<file path="src/rtl/oqpsk_burst_scheduler.sv">
// oqpsk_burst_scheduler
//   Sequences the I/Q bit-extraction register stage of an OQPSK transmitter.
//   A burst starts when an AXIS beat arrives in IDLE: that beat loads both rails.
//   The I rail then walks every sample of every symbol of the packet. The Q rail
//   walks the same positions half a symbol later. At each I packet boundary the
//   I half of the next beat is loaded. The matching Q boundary loads the Q half
//   and completes the AXIS handshake.
// Ports
//   aclk, sresetn                       clock, synchronous active-low reset
//   s00_axis_tvalid / s00_axis_tready   upstream beat handshake
//   sample_enable                       downstream sample strobe (gates all rail motion)
//   start_fsms                          pulse: load both rails from the current beat
//   inphase/quadrature_receive_data     pulse: load I / Q half of the current beat
//   *_packet_counter, *_bit_index       packet and symbol position on each rail
//   last_*_sample_of_packet             final sample of a packet on that rail
//   inphase_active, quadrature_active   rail is emitting samples
//   underrun                            pulse: no beat available at a mid-burst I boundary
//   busy                                scheduler not idle
module oqpsk_burst_scheduler #(
    parameter int unsigned SAMPLES_PER_SYMBOL     = 4,
    parameter int unsigned C_S00_AXIS_TDATA_WIDTH = 64,
    parameter int unsigned BURST_SIZE             = 2
) (
    input  logic                                      aclk,
    input  logic                                      sresetn,
    input  logic                                      s00_axis_tvalid,
    output logic                                      s00_axis_tready,
    input  logic                                      sample_enable,
    output logic                                      start_fsms,
    output logic                                      inphase_receive_data,
    output logic                                      quadrature_receive_data,
    output logic [$clog2(BURST_SIZE)-1:0]             inphase_packet_counter,
    output logic [$clog2(BURST_SIZE)-1:0]             quadrature_packet_counter,
    output logic                                      last_inphase_sample_of_packet,
    output logic                                      last_quadrature_sample_of_packet,
    output logic [$clog2(C_S00_AXIS_TDATA_WIDTH/2)-1:0] inphase_bit_index,
    output logic [$clog2(C_S00_AXIS_TDATA_WIDTH/2)-1:0] quadrature_bit_index,
    output logic                                      inphase_active,
    output logic                                      quadrature_active,
    output logic                                      underrun,
    output logic                                      busy
);

    localparam int unsigned BITS = C_S00_AXIS_TDATA_WIDTH / 2;
    localparam int unsigned SW   = $clog2(SAMPLES_PER_SYMBOL);
    localparam int unsigned BW   = $clog2(BITS);
    localparam int unsigned PW   = $clog2(BURST_SIZE);
    localparam int unsigned H    = SAMPLES_PER_SYMBOL / 2;

    localparam logic [SW-1:0] S_LAST   = SW'(SAMPLES_PER_SYMBOL - 1);
    localparam logic [SW-1:0] S_QSTART = SW'(H - 1);
    localparam logic [BW-1:0] B_LAST   = BW'(BITS - 1);
    localparam logic [PW-1:0] P_LAST   = PW'(BURST_SIZE - 1);

    typedef enum logic [1:0] {StIdle, StRun, StDrainQ} state_t;

    state_t         r_state, w_state_nx;
    logic [SW-1:0]  r_i_sample, w_i_sample_nx, r_q_sample, w_q_sample_nx;
    logic [BW-1:0]  r_i_bit, w_i_bit_nx, r_q_bit, w_q_bit_nx;
    logic [PW-1:0]  r_i_pkt, w_i_pkt_nx, r_q_pkt, w_q_pkt_nx;
    logic           r_i_active, w_i_active_nx, r_q_active, w_q_active_nx;
    logic           w_start, w_tready, w_rx_i, w_rx_q, w_underrun, w_last_i, w_last_q;

    always_ff @(posedge aclk) begin
        if (!sresetn) begin
            r_state    <= StIdle;
            r_i_sample <= '0;
            r_q_sample <= '0;
            r_i_bit    <= '0;
            r_q_bit    <= '0;
            r_i_pkt    <= '0;
            r_q_pkt    <= '0;
            r_i_active <= 1'b0;
            r_q_active <= 1'b0;
        end else begin
            r_state    <= w_state_nx;
            r_i_sample <= w_i_sample_nx;
            r_q_sample <= w_q_sample_nx;
            r_i_bit    <= w_i_bit_nx;
            r_q_bit    <= w_q_bit_nx;
            r_i_pkt    <= w_i_pkt_nx;
            r_q_pkt    <= w_q_pkt_nx;
            r_i_active <= w_i_active_nx;
            r_q_active <= w_q_active_nx;
        end
    end

    always_comb begin
        w_state_nx    = r_state;
        w_i_sample_nx = r_i_sample;
        w_q_sample_nx = r_q_sample;
        w_i_bit_nx    = r_i_bit;
        w_q_bit_nx    = r_q_bit;
        w_i_pkt_nx    = r_i_pkt;
        w_q_pkt_nx    = r_q_pkt;
        w_i_active_nx = r_i_active;
        w_q_active_nx = r_q_active;
        w_start       = 1'b0;
        w_tready      = 1'b0;
        w_rx_i        = 1'b0;
        w_rx_q        = 1'b0;
        w_underrun    = 1'b0;
        w_last_i = r_i_active && sample_enable && (r_i_sample == S_LAST) && (r_i_bit == B_LAST);
        w_last_q = r_q_active && sample_enable && (r_q_sample == S_LAST) && (r_q_bit == B_LAST);

        case (r_state)
            StIdle: begin
                if (s00_axis_tvalid) begin
                    w_start       = 1'b1;
                    w_tready      = 1'b1;
                    w_i_sample_nx = '0;
                    w_q_sample_nx = '0;
                    w_i_bit_nx    = '0;
                    w_q_bit_nx    = '0;
                    w_i_pkt_nx    = '0;
                    w_q_pkt_nx    = '0;
                    w_i_active_nx = 1'b1;
                    w_q_active_nx = 1'b0;
                    w_state_nx    = StRun;
                end
            end
            StRun, StDrainQ: begin
                // I rail
                if (r_i_active && sample_enable) begin
                    if (w_last_i) begin
                        w_i_sample_nx = '0;
                        w_i_bit_nx    = '0;
                        if ((r_i_pkt != P_LAST) && s00_axis_tvalid) begin
                            w_rx_i     = 1'b1;
                            w_i_pkt_nx = r_i_pkt + PW'(1);
                        end else begin
                            if (r_i_pkt == P_LAST) begin
                                w_i_pkt_nx = '0;
                            end else begin
                                w_underrun = 1'b1;
                            end
                            w_i_active_nx = 1'b0;
                            w_state_nx    = StDrainQ;
                        end
                    end else if (r_i_sample == S_LAST) begin
                        w_i_sample_nx = '0;
                        w_i_bit_nx    = r_i_bit + BW'(1);
                    end else begin
                        w_i_sample_nx = r_i_sample + SW'(1);
                    end
                end
                // Q rail wakes up so that its sample 0 coincides with I sample H
                if (!r_q_active && r_i_active && sample_enable && (r_i_pkt == '0) &&
                    (r_i_bit == '0) && (r_i_sample == S_QSTART)) begin
                    w_q_active_nx = 1'b1;
                end
                // Q rail: every Q boundary seen in RUN follows an I boundary that loaded
                if (r_q_active && sample_enable) begin
                    if (w_last_q) begin
                        w_q_sample_nx = '0;
                        w_q_bit_nx    = '0;
                        if (r_state == StRun) begin
                            w_rx_q     = 1'b1;
                            w_tready   = 1'b1;
                            w_q_pkt_nx = (r_q_pkt == P_LAST) ? '0 : r_q_pkt + PW'(1);
                        end else begin
                            w_q_active_nx = 1'b0;
                            w_state_nx    = StIdle;
                        end
                    end else if (r_q_sample == S_LAST) begin
                        w_q_sample_nx = '0;
                        w_q_bit_nx    = r_q_bit + BW'(1);
                    end else begin
                        w_q_sample_nx = r_q_sample + SW'(1);
                    end
                end
            end
            default: w_state_nx = StIdle;
        endcase
    end

    // Combinational strobes are masked while reset is asserted
    assign start_fsms                       = w_start && sresetn;
    assign s00_axis_tready                  = w_tready && sresetn;
    assign inphase_receive_data             = w_rx_i && sresetn;
    assign quadrature_receive_data          = w_rx_q && sresetn;
    assign underrun                         = w_underrun && sresetn;
    assign last_inphase_sample_of_packet    = w_last_i && sresetn;
    assign last_quadrature_sample_of_packet = w_last_q && sresetn;
    assign inphase_packet_counter           = r_i_pkt;
    assign quadrature_packet_counter        = r_q_pkt;
    assign inphase_bit_index                = r_i_bit;
    assign quadrature_bit_index             = r_q_bit;
    assign inphase_active                   = r_i_active;
    assign quadrature_active                = r_q_active;
    assign busy                             = (r_state != StIdle);

endmodule

</file>
<file path="config.mk">
export PLATFORM = sky130hd
export DESIGN_NAME = oqpsk_burst_scheduler
export DESIGN_NICKNAME = d
export VERILOG_FILES = /design/src/rtl/oqpsk_burst_scheduler.sv
export SDC_FILE = /design/constraint.sdc
export NUM_CORES = 1
export LEC_CHECK = 0
export BUFFER_PORTS_ARGS = -buffer_cell sky130_fd_sc_hd__buf_4
export CAP_MARGIN = 40
export CELL_PAD_IN_SITES_DETAIL_PLACEMENT = 0
export CELL_PAD_IN_SITES_GLOBAL_PLACEMENT = 1
export CORE_MARGIN = 3
export CORE_UTILIZATION = 36
export DETAILED_ROUTE_END_ITERATION = 8
export PLACE_DENSITY = 0.84
export REMOVE_ABC_BUFFERS = 1
export SYNTH_ARGS = -nofsm -noshare
export SYNTH_HDL_FRONTEND = slang
export SYNTH_SLANG_ARGS = --single-unit
</file>
<file path="constraint.sdc">
create_clock -name aclk -period 1.7 [get_ports aclk]
set_input_delay 0.255 -clock aclk [delete_from_list [all_inputs] [get_ports aclk]]
set_output_delay 0.255 -clock aclk [all_outputs]
set_load 0.05 [all_outputs]
</file>
# Word-level counts from Yosys, hierarchy flattened
# Index checks and enable logic that the tools add are counted.
# Widths: inputs -> output; s select.
# word_totals
inputBits,4
mem_bits_ro,0
output_inout_bits,22
mem_bits_rw,0
register_bits,20
memories,0
latch_bits,0
# classes
shift,0
mul,0
bitwise,1
div,0
mux,62
n_eq_ne,16
n_addsub,6
n_lt_le_gt_ge,0
reduce_logical,33
# op_table
cell,count
$mux 5,7
$mux 1,31
$mux 2,14
$pmux 5 s2,2
$logic_and 1x1->1,19
$ne 2x2->1 const B,7
$pmux 2 s2,3
$reduce_and 4->1,3
$add 5x1->5 const B,2
$eq 5x5->1 const B,2
$pmux 1 s2,5
$reduce_and 5->1,2
$eq 2x2->1 const B,3
$ne 3x3->1 const B,2
$reduce_and 3->1,2
$logic_not 5->1,1
$add 2x1->2 const B,2
$eq 2x1->1 const B,2
$reduce_bool 2->1,2
$add 1x1->1 const B,2
$logic_not 2->1,1
$reduce_and 2->1,1
$reduce_or 2->1,1
$logic_not 1->1,1
$not 1->1,1

# Depth between registers and ports, before layout
# logic_depth
ltp_word,11
ltp_mapped,8
ltp_nobuf,7

# Worst setup path before layout
# OpenSTA, ideal clock, no wires.
# synth_timing
path_type,reg2out
start,"register r_q_bit[0], in the netlist quadrature_bit_index[0]"
end,output s00_axis_tready
t_arrival_ps,3160
stages_incl_launch_ff,7
setup_slack_ps,-1715
required_time_ps,1445
path_buffers,0
path_cell_list,dfxtp_1 -> ha_1 -> and3_1 -> ha_1 -> nand4_1 -> nor3_1 -> o21ba_2
# synth_via
elab_chain_len,6
# synth_rtl
element,line,text
from (decl),59,"logic [BW-1:0] r_i_bit, w_i_bit_nx, r_q_bit, w_q_bit_nx;"
from (signal assigned),80,r_q_bit <= w_q_bit_nx;
$eq 5x5->1,104,w_last_q = r_q_active && sample_enable && (r_q_sample == S_LAST) && (r_q_bit == B_LAST);
$logic_and 1x1->1,104,
$mux 1,154,if (w_last_q) begin
$mux 1,153,if (r_q_active && sample_enable) begin
$pmux 1 s2,106,case (r_state)
$logic_and 1x1->1,179,assign s00_axis_tready = w_tready && sresetn;
to (decl),27,"output logic s00_axis_tready,"
# No other way between the ends.

# Final worst setup path
# layout_timing
start,"register r_i_bit[1], in the netlist inphase_bit_index[1]"
end,output underrun
# layout_via
elab_chain_len,6
# layout_rtl
element,line,text
from (decl),59,
from (signal assigned),79,r_i_bit <= w_i_bit_nx;
$eq 5x5->1,103,w_last_i = r_i_active && sample_enable && (r_i_sample == S_LAST) && (r_i_bit == B_LAST);
$logic_and 1x1->1,103,
$mux 1,125,if (w_last_i) begin
$mux 1,124,if (r_i_active && sample_enable) begin
$mux 1,106,
$logic_and 1x1->1,182,assign underrun = w_underrun && sresetn;
to (decl),40,"output logic underrun,"
# No other way between the ends.

==> flow_summary.json <==
{
  "status": "finished, violations left",
  "failed_checks": "setup timing",
  "antenna_found_initial": 0,
  "swShare_pct": 33.42,
  "wl_per_cell_um": 15.73,
  "boundaryPins": 26,
  "grt_max_degree": 14,
  "grt-busiest-layer": "met2",
  "place.gp.congestion": 0.8770,
  "p_leak_uw": 0.0008681,
  "combPwrFrac_pct": 30.3,
  "post-route-min-period_ns": 2.140,
  "crit_required_ns": 1.44,
  "endpoint_kind": "primary output",
  "drive_gt1_share_pct": 51.87,
  "setup_slack_ns": -0.4399,
  "drcViolationCount": 0,
  "tightest_slew_ns": 0.3126,
  "n_antenna_cell": 0,
  "finalHoldViolCount": 0,
  "routed-via-count": 1405,
  "cts_buffer_depth": 2,
  "rsz0062_at_grt": "true",
  "clock_sinks": 20,
  "grt_pass1_vias": 1465,
  "die_area_mm2": 0.004361,
  "final_nets": 231,
  "rows": 21,
  "synth_flop_cell": "dfxtp_1",
  "yosysWarningCount": 0,
  "grtUsageMet2_pct": 37.55,
  "die_w_um": 66.04,
  "dp_hpwl_um": 2751,
  "fill_cells": 285,
  "setup_viol": 11,
  "grt_first_pass_wirelength_um": 6582,
  "drtAntennaViolNets": 0,
  "fmax_mhz": 467.3,
  "final.setup_skew_ns": 0.01030,
  "multiInputGateArea_mm2": 0.001051,
  "finalCritPeriodShare_pct": 125.9,
  "grtUsageMet3_pct": 4.252,
  "slew_viol_final": 0,
  "ys_ff_latch": 20,
  "grt_use_total_pct": 19.09,
  "firstDrtPassIters": 4,
  "start_util_pct": 37.99,
  "final_cells": 260,
  "io_buffers": 25,
  "syn_area_mm2": 0.001297,
  "cts_hold_buf": 0,
  "max-vdd-ir-drop_mv": 0.4212,
  "async_flop_share_pct": 0,
  "drt-initial-drc-count": 71,
  "die_y_um": 66.04,
  "use_met1_pct": 20.82,
  "dp.cells": 247,
  "power.share.sequential_pct": 43.9,
  "path_max_fanout": 3,
  "yosysUniqueCellTypes": 43,
  "min_path_type": "in2reg",
  "core_mm2": 0.003416,
  "grt_overflow": 0,
  "cts-buffers-inserted": 3,
  "crit_path_start_kind": "register",
  "synthCells": 153,
  "fin_tns_setup_ns": -2.350,
  "clkTransAtPathRegs_ns": 0.12,
  "drv_cap": 0,
  "synth_edf_count": 0,
  "vias_per_cell": 5.404,
  "wl_um": 4089,
  "p_switching_uw": 381.8,
  "areaGrowthSynthToFinish_pct": 61.91,
  "r2r_setup_slack_ns": -0.15,
  "clockPowerShare_pct": 25.7,
  "relSlewSlack_pct": 79.13,
  "cts_root_buf": "clkbuf_4",
  "h-tree-depth": 1,
  "critPathKind": "reg2out",
  "regArea_um2": 407.9,
  "avgSynthCellArea_um2": 8.480,
  "cts_tree": "yes",
  "clk_latency_ns": 0.32,
  "p_per_area_mw_per_mm2": 543.8,
  "p_int_uw": 760.6,
  "worstPathArrival_ns": 1.88,
  "synth_seq_area_share_pct": 30.86
}
## placed cells by master, fill, tap and decap left out, types with 3 or more instances in the layout
cell type	instances
buf_6	6
buf_4	53
nand2_1	10
o21ai_1	3
nand3_1	5
a21oi_1	7
nor2_1	12
inv_1	9
nand3_2	3
buf_8	3
nor3_1	4
dfxtp_2	6
mux2i_1	4
clkbuf_4	3
ha_4	5
dfxtp_1	14
nand4_1	3
ha_1	5
nor2_4	3
a32oi_1	3
o21ai_0	3
## cell type report
| cell class | count | share of cell area [%] |
|---|---|---|
| multi-input combinational | 118 | 50.03 |
| sequential | 20 | 19.42 |
| timing repair buffer | 62 | 24.30 |
| inverter | 10 | 1.787 |
| tap | 46 | 2.740 |
| clock buffer | 4 | 1.727 |
## power by group through the flow
stage | clock network (µW) | logic (µW) | registers [µW]
after floorplan | 0 | 154 | 533
after global placement | 0 | 280 | 508
after detailed placement | 0 | 289 | 510
after CTS | 294 | 311 | 501
after global routing | 321 | 372 | 504
final | 294 | 347 | 502
## Yosys cell counts (all sizes together), types with 2 or more instances
cell / n / area [µm²]
a211oi: 2 / 15.01
a21oi: 10 / 53.80
a31oi: 2 / 27.53
a32oi: 5 / 43.79
and2: 2 / 12.51
and3: 3 / 18.77
and4: 2 / 17.52
buf: 2 / 10.01
clkbuf: 3 / 12.51
dfxtp: 20 / 400.4
ha: 12 / 150.1
inv: 10 / 37.54
mux2i: 4 / 40.04
nand2: 11 / 41.29
nand2b: 2 / 12.51
nand3: 8 / 45.04
nand3b: 2 / 15.01
nand4: 3 / 18.77
nor2: 15 / 56.30
nor3: 6 / 30.03
nor4: 4 / 31.28
o21ai: 7 / 35.03
or3: 2 / 12.51
xor2: 2 / 17.52
## metal layers
layer / up-vias / part of all wire, %
met5: - / 0
met2: 46 / 54
met3: 8 / 6.3
met1: 668 / 38
li1: 683 / -
met4: 0 / 1.3
## worst max-delay path, stage by stage, from the launching register on
cell and delay [ns]:
dfxtp_2 0.38, ha_4 0.14, and3_4 0.18, ha_4 0.12, nand4_1 0.17, buf_4 0.21, nor4_4 0.16, buf_6 0.20
## sequential cells by signal, indices dropped and copies added (netlist names)
signal and count:
inphase_packet_counter 1, quadrature_bit_index 5, inphase_active 1, r_i_sample 2, inphase_bit_index 5, r_q_sample 2
quadrature_packet_counter 1, r_state 2, quadrature_active 1
## through the flow
step                area (µm²)  hold WS, ns  total power [µW]  util [%]  setup slack [ns]
global placement          1730       0.4614             788.7     50.66           -0.1585
global route              2101       0.2770              1197     61.50           -0.5098
floorplan                 1275       0.3636             687.6         -            -1.715
CTS                       1962       0.2606              1106     57.44           -0.3942
detailed placement        1730       0.4741             798.4     50.66           -0.2525
finish                    2101       0.2688              1142     61.50           -0.4399
## cells by family (layout without fill, tap and decap cells)
group | Yosys count | in the layout | share of synthesized area [%]
simple gates | 63 | 63 | 25.84
compound gates | 35 | 35 | 20.83
flops | 20 | 20 | 30.86
buf+inv | 15 | 76 | 4.629
fa+ha+maj | 12 | 12 | 11.57
mux | 5 | 5 | 4.243
xor+xnor | 3 | 3 | 2.025
## path summary, 6_finish.rpt
path	endpoint	startpoint	cells past startpoint
min	inphase_active	sresetn	3
max	underrun	inphase_bit_index[1]	7
min reg2reg	quadrature_packet_counter	quadrature_packet_counter	2
max reg2reg	r_state[1]	quadrature_bit_index[1]	9
## timing repair
item	CTS	global route
endpoints found under the setup margin	22	21
pin swaps	17	13
buffers inserted	6	5
resized for setup	39	26
endpoints found under the hold margin	0	0
No activity file was read; power rests on OpenSTA's default activity.
